==> config.mk <==
export PLATFORM = sky130hd
export DESIGN_NAME = mc_controller
export DESIGN_NICKNAME = d
export VERILOG_FILES = /design/src/rtl/mc_controller.sv
export SDC_FILE = /design/constraint.sdc
export NUM_CORES = 1
export LEC_CHECK = 0
export ABC_AREA = 0
export BUFFER_PORTS_ARGS = -buffer_cell sky130_fd_sc_hd__buf_4
export CAP_MARGIN = 20
export CORE_MARGIN = 10
export CORE_UTILIZATION = 35
export CTS_BUF_LIST = sky130_fd_sc_hd__clkbuf_8 sky130_fd_sc_hd__clkbuf_16
export DETAILED_ROUTE_END_ITERATION = 7
export HOLD_SLACK_MARGIN = 0.12
export PLACE_DENSITY_LB_ADDON = 0.3
export SYNTH_ARGS = -nofsm -noshare
export SYNTH_HDL_FRONTEND = slang
export SYNTH_SLANG_ARGS = --single-unit
export TNS_END_PERCENT = 5
==> constraint.sdc <==
create_clock -name clk -period 1.81 [get_ports clk]
set_input_delay 0.181 -clock clk [delete_from_list [all_inputs] [get_ports clk]]
set_output_delay 0.181 -clock clk [all_outputs]
set_load 0.01 [all_outputs]
==> src/rtl/mc_controller.sv <==
// Multicycle ARM control unit: main FSM, ALU decoder, NZCV flag register and
// condition check, with PC/register/memory writes gated by the instruction condition.
module mc_controller (
  input  logic       clk,
  input  logic       reset,
  input  logic [3:0] Cond,
  input  logic [1:0] Op,
  input  logic [5:0] Funct,
  input  logic [3:0] Rd,
  input  logic [3:0] ALUFlags,
  output logic       PCWrite,
  output logic       MemWrite,
  output logic       RegWrite,
  output logic       IRWrite,
  output logic       AdrSrc,
  output logic [1:0] RegSrc,
  output logic [1:0] ALUSrcA,
  output logic [1:0] ALUSrcB,
  output logic [1:0] ResultSrc,
  output logic [1:0] ImmSrc,
  output logic [2:0] ALUControl
);
  typedef enum logic [3:0] {
    FETCH, DECODE, MEMADR, MEMRD, MEMWB, MEMWR, EXECR, EXECI, ALUWB, BRANCH
  } state_t;

  state_t     state, state_nxt;
  logic       nextpc, regw, memw, branch, aluop;
  logic [3:0] flags;
  logic       condex, cond_ok;
  logic [2:0] dp_ctl;
  logic       dp_nowrite, dp_cv, dp_s;
  logic [1:0] flagw;
  logic       nowrite, pcs;

  always_ff @(posedge clk or negedge reset)
    if (!reset) state <= FETCH;
    else        state <= state_nxt;

  always_comb begin
    state_nxt = FETCH;
    unique case (state)
      FETCH:  state_nxt = DECODE;
      DECODE: case (Op)
        2'b01:   state_nxt = MEMADR;
        2'b00:   state_nxt = Funct[5] ? EXECI : EXECR;
        2'b10:   state_nxt = BRANCH;
        default: state_nxt = FETCH;
      endcase
      MEMADR: state_nxt = Funct[0] ? MEMRD : MEMWR;
      MEMRD:  state_nxt = MEMWB;
      EXECR,
      EXECI:  state_nxt = ALUWB;
      default: state_nxt = FETCH;
    endcase
  end

  always_comb begin
    nextpc = 1'b0; regw = 1'b0; memw = 1'b0; branch = 1'b0; aluop = 1'b0;
    IRWrite = 1'b0; AdrSrc = 1'b0; RegSrc = 2'b00;
    ALUSrcA = 2'b00; ALUSrcB = 2'b00; ResultSrc = 2'b00;
    unique case (state)
      FETCH:  begin IRWrite = 1'b1; nextpc = 1'b1; ALUSrcA = 2'b01; ALUSrcB = 2'b10; ResultSrc = 2'b10; end
      DECODE: begin
        ALUSrcA = 2'b01; ALUSrcB = 2'b10; ResultSrc = 2'b10;
        RegSrc  = (Op == 2'b10) ? 2'b01 : ((Op == 2'b01) ? 2'b10 : 2'b00);
      end
      MEMADR: ALUSrcB = 2'b01;
      MEMRD:  AdrSrc = 1'b1;
      MEMWB:  begin ResultSrc = 2'b01; regw = 1'b1; end
      MEMWR:  begin AdrSrc = 1'b1; memw = 1'b1; end
      EXECR:  aluop = 1'b1;
      EXECI:  begin ALUSrcB = 2'b01; aluop = 1'b1; end
      ALUWB:  regw = 1'b1;
      BRANCH: begin ALUSrcA = 2'b10; ALUSrcB = 2'b01; ResultSrc = 2'b10; branch = 1'b1; end
      default: ;
    endcase
  end

  // Decode the command unconditionally so NoWrite is still valid in ALUWB.
  always_comb begin
    dp_ctl = 3'b000; dp_nowrite = 1'b0; dp_cv = 1'b0; dp_s = Funct[0];
    case (Funct[4:1])
      4'b0100: begin dp_ctl = 3'b000; dp_cv = 1'b1; end
      4'b0010: begin dp_ctl = 3'b001; dp_cv = 1'b1; end
      4'b0000: dp_ctl = 3'b010;
      4'b1100: dp_ctl = 3'b011;
      4'b0001: dp_ctl = 3'b100;
      4'b1101: dp_ctl = 3'b101;
      4'b1010: begin dp_ctl = 3'b001; dp_cv = 1'b1; dp_nowrite = 1'b1; dp_s = 1'b1; end
      default: begin dp_nowrite = 1'b1; dp_s = 1'b0; end
    endcase
  end

  assign ALUControl = aluop ? dp_ctl : 3'b000;
  assign flagw      = aluop ? {dp_s, dp_s & dp_cv} : 2'b00;
  assign nowrite    = (Op == 2'b00) & dp_nowrite;

  always_comb begin
    logic n, z, c, v;
    {n, z, c, v} = flags;
    cond_ok = 1'b0;
    case (Cond)
      4'b0000: cond_ok = z;
      4'b0001: cond_ok = ~z;
      4'b0010: cond_ok = c;
      4'b0011: cond_ok = ~c;
      4'b0100: cond_ok = n;
      4'b0101: cond_ok = ~n;
      4'b0110: cond_ok = v;
      4'b0111: cond_ok = ~v;
      4'b1000: cond_ok = c & ~z;
      4'b1001: cond_ok = ~c | z;
      4'b1010: cond_ok = (n == v);
      4'b1011: cond_ok = (n != v);
      4'b1100: cond_ok = ~z & (n == v);
      4'b1101: cond_ok = z | (n != v);
      4'b1110: cond_ok = 1'b1;
      default: cond_ok = 1'b0;
    endcase
  end

  always_ff @(posedge clk or negedge reset)
    if (!reset) begin
      flags  <= 4'b0000;
      condex <= 1'b0;
    end else begin
      if (state == DECODE)     condex      <= cond_ok;
      if (flagw[1] & condex)   flags[3:2]  <= ALUFlags[3:2];
      if (flagw[0] & condex)   flags[1:0]  <= ALUFlags[1:0];
    end

  assign pcs      = ((Rd == 4'd15) & regw) | branch;
  assign PCWrite  = nextpc | (pcs & condex);
  assign RegWrite = regw & condex & ~nowrite;
  assign MemWrite = memw & condex;
  assign ImmSrc   = Op;
endmodule

# Word-level counts from Yosys, hierarchy flattened

Index checks and enable logic that the tools add are counted.

Register bits after elaboration: 9
Bits in latches: 0
RAM bits: 0
ROM bits: 0
Bits of input ports: 22
Output and inout port bits: 18
Logic and storage cells: 94
Memories kept: 0

Add/subtract/negate cells: 0
$mul: 0
Divide/modulo/power cells: 0
$lt $le $gt $ge: 0
Eq/ne operators: 34
Shift-type cells: 0
Multiplexer cells: 23
Bitwise gates (word level): 20
Reduce and logical (&&, ||, !) cells: 13

Operators by type and width:

| cell                                                 | count |
|---|---|
| equality test 4 bit (second input constant)          | 13 |
| equality test 4 x 3 -> 1 bit (second input constant) | 9 |
| equality test 4 x 2 -> 1 bit (second input constant) | 5 |
| case mux 4 bit (5 select lines)                      | 1 |
| case mux 1 bit (15 select lines)                     | 1 |
| case mux 3 bit (5 select lines)                      | 1 |
| equality test 4 x 1 -> 1 bit (second input constant) | 3 |
| logical NOT 4 bit                                    | 3 |
| case mux 2 bit (2 select lines)                      | 3 |
| case mux 4 bit (3 select lines)                      | 1 |
| bitwise AND 1 bit                                    | 11 |
| OR reduction 2 bit                                   | 5 |
| 2-to-1 mux 1 bit                                     | 9 |
| OR reduction 3 bit                                   | 3 |
| 2-to-1 mux 2 bit                                     | 4 |
| 2-to-1 mux 3 bit                                     | 2 |
| OR reduction 6 bit                                   | 1 |
| inverter 1 bit                                       | 5 |
| bitwise OR 1 bit                                     | 4 |
| equality test 2 x 1 -> 1 bit (second input constant) | 1 |
| equality test 2 bit (second input constant)          | 1 |
| logical NOT 2 bit                                    | 1 |
| case mux 1 bit (2 select lines)                      | 1 |
| equality test 1 bit                                  | 1 |
| inequality test 1 bit                                | 1 |

# Depth between registers and ports, before layout

Depth after elaboration: 7
Mapped depth: 5
Gate-level depth less buffers: 4

# Least setup slack after synthesis

No wires, ideal clock.

Kind: register to register
From: reg state[3]
To: reg flags[0]
Setup time: 125 ps
Arrival: 1408 ps
Data required time: 1685 ps
Path slack: 277 ps
Cell stages (with the launch flop): 5
Buffers on the path: 0
Period minus slack after synthesis: 1533 ps
Path through: dfrtp_1 > and2b_1 > nand2_1 > a2111oi_2 > mux2_2

Cells in the longest elaborated chain, start to end: 5
Elaborated cells on any way between the ends: 6
Those cells by class: eq/ne (2); mux (2); bitwise (1); reduce/logical (1)

RTL lines:

| item                             | line | text |
|---|---|---|
| start, declared                  | 27   | `state_t state, state_nxt;` |
| start signal, assigned           | 38   | `else state <= state_nxt;` |
| equality test 4 x 3 -> 1 bit     | 62   | `unique case (state)` |
| OR reduction 2 bit (no line) (*) | --   |  |
| 2-to-1 mux 1 bit (*)             | 62   |  |
| 2-to-1 mux 2 bit (*)             | 96   | `assign flagw = aluop ? {dp_s, dp_s & dp_cv} : 2'b00;` |
| bitwise AND 1 bit (*)            | 130  | `if (flagw[0] & condex) flags[1:0] <= ALUFlags[1:0];` |
| end signal, assigned             | 130  |  |
| end, declared                    | 29   | `logic [3:0] flags;` |

Mark *: on every way between the ends. The rest lies on a longest branch, timed or not.
A chain may end at the register's enable or synchronous reset.

# Final worst setup path

From: reg state[3]
To: out ALUControl[2]

Cells in the longest elaborated chain, start to end: 4
Elaborated cells on any way between the ends: 5
Those cells by class: eq/ne (2); mux (2); reduce/logical (1)

RTL lines:

| item                             | line | text |
|---|---|---|
| equality test 4 x 3 -> 1 bit     | 62   |  |
| OR reduction 2 bit (no line) (*) | --   |  |
| 2-to-1 mux 1 bit (*)             | 62   |  |
| 2-to-1 mux 3 bit (*)             | 95   | `assign ALUControl = aluop ? dp_ctl : 3'b000;` |
| end, declared                    | 21   | `output logic [2:0] ALUControl` |

Marked as above.

==> impl_summary.txt <==
----------------------------------------------------
[Cells and area]
  # nets final ... 178
  Area growth syn-to-layout ... 41.4%
  Area used by multi-input combinational logic ... 616 um2
  Fraction of layout instances using a drive strength above 1 ... 36.1%
  Sequential cell area in the final layout ... 225 um2
  ANT cells ... 0
  Final std cells w/o fill ... 185
  Final-layout fill cell count ... 243

[Drt]
  Aggregate routed wire length ... 2600 um
  Final ANT Viol Nets ... 0
  Via total after detailed routing ... 951
  Routed length per instance ... 14.0 um
  Drt first pass iters ... 4
  Drt drc ... 0
  Number of violations reported at the end of detailed-routing iteration 0 ... 39
  Via-to-Cell Ratio ... 5.14

[Worst setup path]
  Delay-heaviest family, CP ... simple AND/OR/NAND/NOR gates
  Req. time, crit path ... 1630 ps
  Crit-path cells ... and2b_1, nand2_1, nor4_2, buf_4
  Cell type of the slowest stage on the worst timing path ... dfrtp_1
  Type of destination of the critical path ... output port
  CP peak stage delay ... 420 ps
  Critical Path Source Type ... flip-flop
  Worst path arrival time ... 1530 ps
  Kind of critical path ... flip-flop to output port
  Worst-path fanout max ... 7
  Crit path buf inv count ... 1

[Power]
  Worst ir drop on vdd ... 0.871 mV
  Pwr Density ... 1330 mW/mm2
  Internal power ... 0.000980 W
  Share of power burned in the clock network ... 13.4%
  Sequential share of power ... 23.1%
  Sw Share ... 42.3%
  Net switching power figure ... 0.000719 W
  Part of the total power dissipated in combinational logic ... 63.5%
  Pleak ... 0.601 nW

[GRT]
  Largest net degree at the start of global routing ... 14
  GRT Overall Usage ... 10.1%
  Total congestion overflow ... 0
  Antenna violations before repair ... 0
  Wire length of the first global-routing pass ... 4320 um
  Vias in the first global route ... 950

[Yosys]
  Cell area after synthesis ... 905 um2
  Largest area contributor in the netlist ... dfrtp_1
  Top flip-flop cell by instance count after synthesis ... dfrtp_1
  Avg Synthesized Cell Area ... 7.80 um2
  Proportion of netlist area held by the largest area contributor ... 24.9%
  Post-synthesis async set-or-reset flop share ... 100%
  Biggest area contributors in the synthesized netlist ... dfrtp_1 25%, mux2_2 5.0%, xnor2_1 4.8%
  Post-synthesis cell type count ... 43
  Flip-flop and latch count after synthesis ... 9
  Syn Inst Count ... 116
  Post-synthesis net count ... 138
  Ys Warns ... 0
  Post-synth EDFFs ... 0
  Most used standard cells in the synthesized netlist ... 9 x dfrtp_1, 9 x nor2_1, 8 x nand2_1
  Sequential-to-total area share from yosys stat ... 24.9%

[STA]
  RSZ-0062 raised after global routing ... no
  Max-slew violations ... 0
  Worst slew margin relative to its limit ... 76.7%
  Timing-limited maximum frequency ... 0.584 GHz
  Final clock skew ... 0.936 ps
  Final clock period utilization by the worst path ... 94.7%
  Total setup violations reported at the end of the flow ... 0
  Setup TNS after final layout ... 0 ps
  Worst Tran Pin Value ... 349 ps
  Tmin final ... 1710 ps
  Final hold violation count ... 0

[Run status]
  Outcome ... complete, no violations

[Clock tree]
  Number of H-tree levels ... 1
  Cts bufs inserted ... 3
  Clock input transition at the sequential cells of the worst setup and hold paths ... 40 ps
  CTS max path bufs ... 2
  Clock tree from TritonCTS ... done
  Library cell used as clock root buffer ... clkbuf_8
  Number of buffers inserted to repair setup after CTS ... 0
  # clock sinks ... 9
  Clock Latency Late Sink ... 230 ps

[Placed design]
  Count of placed standard cells including taps ... 180
  Port bufs ... 39
  Placed wire-length estimate ... 2160 um
  RD Place Congestion ... 0.838

[Die]
  Floorplan core area ... 0.00248 mm2
  Total die area ... 0.00502 mm2
  Overall die height ... 70.8 um
  I/O pin total ... 40
  # rows ... 18
  Die width ... 70.8 um
  Starting density of the core ... 36.5%

[Worst hold path]
  Type of the most critical hold path ... primary input to flip-flop

[Job]
  Max-Cap Viols ... 0

----------------------------------------------------
==> final timing paths <==
kind,from,to,slack (ps),cells past startpoint
max,state[3],ALUControl[2],100,4
min,ALUFlags[3],flags[3],180,2
min in group asynchronous,reset,state[1],310,2
max reg2reg,state[3],flags[0],180,4
max in group asynchronous,reset,state[0],1370,2
min reg2reg,flags[3],flags[3],590,1
==> final cells by class <==
class,instances,area share (%)
inverters,6,1.76
well taps,30,2.94
clock buffers,3,3.23
flip-flops and latches,9,17.6
repair buffers,44,26.0
multi-input cells,92,48.1
clock inverters,1,0.294
==> metrics by stage <==
step	util, %	power [W]	cell area, um2	setup slack, ps	hold WS (ps)
floorplan	-	0.000997	905	277	-115
finish	51.6	0.00170	1280	96.5	181
detailed placement	49.1	0.00148	1220	206	10.8
CTS	51.4	0.00171	1270	64.5	177
global placement	49.1	0.00146	1220	232	7.11
global route	51.6	0.00185	1280	33.0	183
==> sequential cells by signal, summed over array words and instances, names as in the netlist <==
| name | flops |
|---|---|
| state | 4 |
| flags | 4 |
| condex | 1 |
==> cells in the final DEF, fill, tap and decap left out, types with 2 or more instances in the layout <==
| master | count |
|---|---|
| a21oi_1 | 5 |
| mux2_2 | 4 |
| nor3b_1 | 4 |
| mux2i_1 | 2 |
| nand2b_1 | 5 |
| and3_1 | 2 |
| o21ai_0 | 7 |
| nor2_1 | 9 |
| inv_1 | 7 |
| or3_1 | 2 |
| xnor2_1 | 5 |
| and2_1 | 2 |
| nand2_1 | 8 |
| nand4_1 | 2 |
| nand3b_1 | 2 |
| nand3_1 | 3 |
| clkbuf_8 | 3 |
| dfrtp_1 | 9 |
| a211oi_1 | 2 |
| nor2b_1 | 3 |
| and2b_1 | 3 |
| buf_4 | 43 |
| a221oi_1 | 2 |
==> logic make-up after synthesis <==
| logic type | after synthesis | synth area share (%) |
|---|---|---|
| buffers and inverters | 15 | 7.74 |
| AND/OR/NAND/NOR | 52 | 33.1 |
| XOR/XNOR | 6 | 5.81 |
| flip-flops | 9 | 24.9 |
| AO/OA/AOI/OAI | 28 | 21.3 |
| multiplexers | 6 | 7.19 |
==> per-layer routing <==
layer / global-route usage (%) / routed length [um] / part of all wire, %
met1: 10.4 / 1100 / 42
met2: 17.5 / 1270 / 49
met3: 4.46 / 195 / 7.5
met4: 3.66 / 31 / 1.2
met5: 0 / 0 / 0
==> power by group through the flow <==
| stage | logic [W] | clock network (W) | registers, W |
|---|---|---|---|
| detailed placement | 0.00108 | 0 | 0.000394 |
| global placement | 0.00107 | 0 | 0.000389 |
| finish | 0.00108 | 0.000228 | 0.000392 |
| global route | 0.00119 | 0.000248 | 0.000408 |
| floorplan | 0.000657 | 0 | 0.000340 |
| CTS | 0.00109 | 0.000235 | 0.000390 |
==> worst reg2reg max path, stage by stage (launching register included) <==
cell and delay [ps]:
dfrtp_1 420, and2b_1 230, nand2_1 160, a2111oi_2 320, mux2_2 380
==> what timing repair did <==
item                                    4_1_cts  5_1_grt
resized for setup                             0        1
endpoints found under the setup margin        0        1
endpoints found under the hold margin         9        0
hold buffers                                  1        0
Power figures use the tool's default switching activity.
